===== src/rtl/commit_perf_tracker.sv =====
// Per-instruction stage-cycle collector for the multi-cycle core; emits one commit record per retire.
// Optional retire watchdog (hang output) is built only when COMMIT_WATCHDOG_EN is defined.
module commit_perf_tracker #(
   parameter int CNT_W      = 64,
   parameter int WDT_CYCLES = 100000
) (
   input  logic             clock,
   input  logic             reset,
   input  logic             ifuOutFire,
   input  logic             iduOutFire,
   input  logic             exuOutFire,
   input  logic             lsuOutFire,
   input  logic             wbuOutFire,
   input  logic             icacheResultValid,
   input  logic             icacheResultHit,
   input  logic             icacheRefillBusy,
   output logic             commitValid,
   output logic             icacheNeed,
   output logic             icacheHit,
   output logic [CNT_W-1:0] icacheCostCycle,
   output logic [CNT_W-1:0] icacheMissCost,
   output logic [CNT_W-1:0] iduCostCycle,
   output logic [CNT_W-1:0] exuCostCycle,
   output logic [CNT_W-1:0] lsuCostCycle,
   output logic [CNT_W-1:0] wbuCostCycle,
   output logic [CNT_W-1:0] instRet,
   output logic [CNT_W-1:0] totalCycles,
   output logic             protoErr,
   output logic             hang
);

   typedef enum logic [2:0] {ST_IF, ST_ID, ST_EX, ST_LS, ST_WB} state_t;

   localparam logic [CNT_W-1:0] ONE = {{(CNT_W-1){1'b0}}, 1'b1};

   state_t           state;
   logic [CNT_W-1:0] stage_cnt;
   logic [CNT_W-1:0] miss_cnt;
   logic [CNT_W-1:0] cost_now;
   logic [CNT_W-1:0] icache_cost_w;
   logic [CNT_W-1:0] miss_cost_w;
   logic [CNT_W-1:0] idu_cost_w;
   logic [CNT_W-1:0] exu_cost_w;
   logic [CNT_W-1:0] lsu_cost_w;
   logic             need_w;
   logic             hit_w;
   logic [4:0]       fires;
   logic [4:0]       own;
   logic             multi;
   logic             stray;
   logic             proto_now;
   logic             advance;

   function automatic logic [CNT_W-1:0] sat_inc(input logic [CNT_W-1:0] v);
      return (v == '1) ? v : v + ONE;
   endfunction

   // Any protocol violation in a cycle freezes the FSM, even if the owning fire is also present.
   always_comb begin
      fires = {wbuOutFire, lsuOutFire, exuOutFire, iduOutFire, ifuOutFire};
      own   = '0;
      case (state)
         ST_IF:   own = 5'b00001;
         ST_ID:   own = 5'b00010;
         ST_EX:   own = 5'b00100;
         ST_LS:   own = 5'b01000;
         ST_WB:   own = 5'b10000;
         default: own = '0;
      endcase
      multi     = (fires & (fires - 5'd1)) != 5'd0;
      stray     = (fires & ~own) != 5'd0;
      proto_now = multi | stray | (icacheResultValid & (state != ST_IF));
      advance   = ((fires & own) != 5'd0) & ~proto_now;
      cost_now  = sat_inc(stage_cnt);
   end

   always_ff @(posedge clock) begin
      if (reset) begin
         state           <= ST_IF;
         stage_cnt       <= '0;
         miss_cnt        <= '0;
         icache_cost_w   <= '0;
         miss_cost_w     <= '0;
         idu_cost_w      <= '0;
         exu_cost_w      <= '0;
         lsu_cost_w      <= '0;
         need_w          <= 1'b0;
         hit_w           <= 1'b0;
         commitValid     <= 1'b0;
         icacheNeed      <= 1'b0;
         icacheHit       <= 1'b0;
         icacheCostCycle <= '0;
         icacheMissCost  <= '0;
         iduCostCycle    <= '0;
         exuCostCycle    <= '0;
         lsuCostCycle    <= '0;
         wbuCostCycle    <= '0;
         instRet         <= '0;
         totalCycles     <= '0;
         protoErr        <= 1'b0;
      end else begin
         commitValid <= 1'b0;
         totalCycles <= sat_inc(totalCycles);
         if (proto_now) protoErr <= 1'b1;
         if (state == ST_IF && icacheResultValid && !need_w) begin
            need_w <= 1'b1;
            hit_w  <= icacheResultHit;
         end
         if (state == ST_IF && icacheRefillBusy) miss_cnt <= sat_inc(miss_cnt);
         if (advance) begin
            stage_cnt <= '0;
            case (state)
               ST_IF: begin
                  icache_cost_w <= cost_now;
                  miss_cost_w   <= icacheRefillBusy ? sat_inc(miss_cnt) : miss_cnt;
                  state         <= ST_ID;
               end
               ST_ID: begin
                  idu_cost_w <= cost_now;
                  state      <= ST_EX;
               end
               ST_EX: begin
                  exu_cost_w <= cost_now;
                  state      <= ST_LS;
               end
               ST_LS: begin
                  lsu_cost_w <= cost_now;
                  state      <= ST_WB;
               end
               ST_WB: begin
                  // Whole record lands in the output registers at once, visible with the strobe.
                  commitValid     <= 1'b1;
                  icacheNeed      <= need_w;
                  icacheHit       <= hit_w;
                  icacheCostCycle <= icache_cost_w;
                  icacheMissCost  <= miss_cost_w;
                  iduCostCycle    <= idu_cost_w;
                  exuCostCycle    <= exu_cost_w;
                  lsuCostCycle    <= lsu_cost_w;
                  wbuCostCycle    <= cost_now;
                  instRet         <= sat_inc(instRet);
                  miss_cnt        <= '0;
                  need_w          <= 1'b0;
                  hit_w           <= 1'b0;
                  state           <= ST_IF;
               end
               default: state <= ST_IF;
            endcase
         end else begin
            stage_cnt <= sat_inc(stage_cnt);
         end
      end
   end

`ifdef COMMIT_WATCHDOG_EN
   localparam int               WDT_W   = $clog2(WDT_CYCLES + 1);
   localparam logic [WDT_W-1:0] WDT_MAX = WDT_W'(WDT_CYCLES);

   logic [WDT_W-1:0] wdt_cnt;
   logic [WDT_W-1:0] wdt_next;

   always_comb begin
      if (commitValid)             wdt_next = '0;
      else if (wdt_cnt == WDT_MAX) wdt_next = wdt_cnt;
      else                         wdt_next = wdt_cnt + WDT_W'(1);
   end

   always_ff @(posedge clock) begin
      if (reset) begin
         wdt_cnt <= '0;
         hang    <= 1'b0;
      end else begin
         wdt_cnt <= wdt_next;
         if (wdt_next == WDT_MAX) hang <= 1'b1;
      end
   end
`else
   assign hang = 1'b0;
`endif

endmodule


===== config.mk =====
export PLATFORM = sky130hd
export DESIGN_NAME = commit_perf_tracker
export DESIGN_NICKNAME = d
export VERILOG_FILES = /design/src/rtl/commit_perf_tracker.sv
export SDC_FILE = /design/constraint.sdc
export NUM_CORES = 2
export LEC_CHECK = 0
export BUFFER_PORTS_ARGS = -buffer_cell sky130_fd_sc_hd__buf_2
export CAP_MARGIN = 0
export CORE_MARGIN = 3
export CORE_UTILIZATION = 61
export DETAILED_ROUTE_END_ITERATION = 6
export GPL_ROUTABILITY_DRIVEN = 1
export HOLD_SLACK_MARGIN = 0.06
export PLACE_DENSITY_LB_ADDON = 0.15
export SLEW_MARGIN = 20
export SYNTH_ARGS = -nofsm -noshare
export SYNTH_HDL_FRONTEND = slang
export SYNTH_SLANG_ARGS = --single-unit

===== constraint.sdc =====
create_clock -name clock -period 4.6 [get_ports clock]
set_input_delay 0 -clock clock [delete_from_list [all_inputs] [get_ports clock]]
set_output_delay 0 -clock clock [all_outputs]
set_load 0.005 [all_outputs]

==> impl_metrics.yaml <==
layout:
  instances_no_fill: 5639
  fillers: 4745
  synthToLayoutAreaGrowth_pct: 17.25
  nets: 4789
  fin_util: 0.7243
  drive_gt1_frac: 0.1592
  final_area_sq_um: 43800
global_routing:
  antenna_found_initial: 2
  grt_max_degree: 227
  grt_overflow: 0
  grt_pass1_wl_microns: 161100
  grt_util_all_layers: 0.3103
  grt_pass1_vias: 29120
worst_setup_path:
  crit_path_top_delay_cell: "a2111oi_4"
  worstSetupPathType: "reg -> reg"
  path_buf_inv: 3
  cp_top_family: "buffers and inverters"
  worstSetupEndpointType: "flip-flop"
  rr_endpoint: "wbuCostCycle[28]"
  crit_path_start_kind: "flip-flop"
  reg2reg_from: "state[2]"
  r2r_setup_slack_ns: 0.98
  r2r_cells: 7
  crit_required_ns: 5.13
  critPathMaxStageDelay_ns: 0.70
  path_cells: "or3_1, a2111oi_4, dlygate4sd3_1, buf_4, buf_12, nor2_1, a211oi_1"
  worstPathMaxFanout: 109
  crit_arrival_ns: 4.16
synthesis:
  netlist_top_cells_area: "dfxtp_1, nand2_1, a211oi_1, nor2_1, a21oi_1"
  yosysMostFrequentCell: "dfxtp_1"
  synth_ff_type: "dfxtp_1"
  synth.avg_cell_area_sq_um: 8.489
  yosys_warnings: 0
  synth.distinct_cells: 70
  syn_nets: 4414
  synth-async-reset-ratio: 0
  synth_area_leader_cell: "dfxtp_1"
  yosysSeqAreaShare: 0.5193
  synth_edf_count: 0
  synthTopCellsByCount: "dfxtp_1, nand2_1, nor2_1"
  synth_top_area_frac: 0.5193
  synth_area_sq_um: 37350
  synth_cells: 4400
  synth_seq_cells: 969
detailed_routing:
  drt-total-wl_microns: 103800
  viasPerCell: 5.766
  postRouteAntennaNets: 0
  drc: 0
  drt_iter0_drc: 2723
  vias: 32517
  drtPass1Iterations: 5
  avgRoutedWirePerCell_microns: 18.40
sta:
  fin_setup_tns_ns: 0
  setup_viol: 0
  clock.fmax_mhz: 276.0
  max_slew.worst_pin.slew_ns: 1.173
  worst_hold_slack_ns: 0.1281
  rsz0062_at_grt: "false"
  period_needed_ns: 3.623
  fin_crit_sh: 0.7877
  slew_headroom: 0.2181
  hold_viol: 0
  final.setup.worst_slack_ns: 0.9765
  slew_viol_final: 0
  fin_worst_skew_ns: 0.02076
floorplanning:
  die_area_sq_um: 64240
  start_util: 0.6177
  die_y_microns: 253.5
  die_w_microns: 253.5
  boundaryPins: 527
  core-area_sq_um: 60470
  num_rows: 90
pwr:
  combPwrFrac: 0.019
  clkPwrFrac: 0.487
  p_seq_frac: 0.494
  leakage_nw: 15.84
  intPower_mw: 13.55
  power.density_nw_per_um2: 391.2
  vdd_drop_max_v: 0.0003409
  power_mw: 17.13
  switchingPower_mw: 3.589
  swShare: 0.2094
hold_path:
  whs_endpoint: "protoErr"
  hold_depth: 5
  worstHoldStart: "wbuOutFire"
  hold_path.class: "in -> reg"
clocking:
  clock_path_buffers: 3
  cts_resized: 0
  clk_pin_slew_worst_paths_ns: 0.06
  ctsHtreeMaxLevel: 3
  cts_root_buffer: "clkbuf_16"
  cts_tree: "done"
  cts.sinks: 969
  post_cts_buffers: 0
  numCtsBuffers: 94
  clk_latency_ns: 0.65
placed_design:
  dp_cells: 5451
  portBuffers: 525
  dp_slack_ns: 1.171
  placed_area_sq_um: 40310
  post-dp-hpwl_microns: 68590
  gp_congestion: 0.9614
job:
  maxCapViolCount: 0
run_status:
  status: "complete, no violations"
==> timing repair <==
action                     CTS  global route
hold buffers                10             0
setup endpoints to repair    0             0
hold endpoints to repair   110             0
==> tightest hold or removal path, delay by kind of cell <==
family	cells	cell delay [ns]
AO/OA/AOI/OAI	1	0.17
buffers and inverters	1	0.12
AND/OR/NAND/NOR	3	0.41
==> cell usage in the layout, fill, tap and decap left out, types with 17 or more instances in the layout <==
cell,Yosys,routed
xor2_1,162,162
and4_1,32,32
and3_1,53,53
a211oi_1,370,369
dfxtp_1,969,969
a21oi_1,369,369
or3_1,46,46
buf_4,12,36
xnor2_1,105,105
nor2_1,659,659
nand2_1,782,782
mux2i_1,19,19
clkinv_2,0,26
clkbuf_16,0,96
nor3_1,69,67
inv_1,22,22
nand4_1,118,118
o21ai_0,38,38
bufinv_16,0,17
buf_2,75,524
nand3_1,122,122
nor4_1,31,31
and2_1,27,27
==> worst max path at each step <==
stage | end | depth (start not counted) | start
floorplan | instRet[55] | 10 | instRet[0]
global placement | lsu_cost_w[16] | 7 | state[2]
detailed placement | icache_cost_w[55] | 7 | state[2]
CTS | wbuCostCycle[16] | 7 | state[2]
global route | wbuCostCycle[16] | 7 | state[2]
finish | wbuCostCycle[28] | 7 | state[2]
==> metal layers <==
| metal | global-route usage | routed length (microns) |
|---|---|---|
| met5 | 0 | 0 |
| met4 | 0.1401 | 4654 |
| met2 | 0.4969 | 48320 |
| met1 | 0.4180 | 44190 |
| met3 | 0.04677 | 6595 |
==> power by group through the flow <==
stage	clock (mW)	combinational [mW]	sequential (mW)
final	8.35	0.325	8.46
after global routing	8.75	0.354	8.46
after CTS	8.44	0.321	8.46
after detailed placement	0	0.312	8.65
after global placement	0	0.309	8.65
after floorplan	0	0.235	8.64
==> sequential cells by signal, summed over array words and instances, names as in the netlist, 3 cells and up <==
register and count:
exuCostCycle 64, exu_cost_w 64, icacheCostCycle 64, icacheMissCost 64, icache_cost_w 64, iduCostCycle 64, idu_cost_w 64, instRet 64
lsuCostCycle 64, lsu_cost_w 64, miss_cnt 64, miss_cost_w 64, stage_cnt 64, state 3, totalCycles 64, wbuCostCycle 64
==> layout make-up <==
type	count	area [sq um]	share of cell area
Clock buffer	124	2658	0.06068
Antenna cell	2	5.005	0.0001143
Sequential cell	969	19400	0.4429
Inverter	22	82.58	0.001886
Multi-Input combinational cell	3101	16620	0.3796
Tap cell	782	978.4	0.02234
Timing Repair Buffer	587	3328	0.07599
Clock inverter	52	721.9	0.01648
==> cell families (layout without fill, tap and decap cells) <==
group | count (synthesis) | count (layout) | synth area share
flip-flops | 969 | 969 | 0.5193
adder cells (fa/ha/maj) | 4 | 4 | 0.001340
AND/OR/NAND/NOR | 1997 | 1997 | 0.2363
other | 1 | 3 | 0.0001004
buffers and inverters | 330 | 785 | 0.03688
multiplexers | 23 | 23 | 0.006599
AO/OA/AOI/OAI | 809 | 809 | 0.1368
XOR/XNOR | 267 | 267 | 0.06260
(Power assumes the default switching activity.)
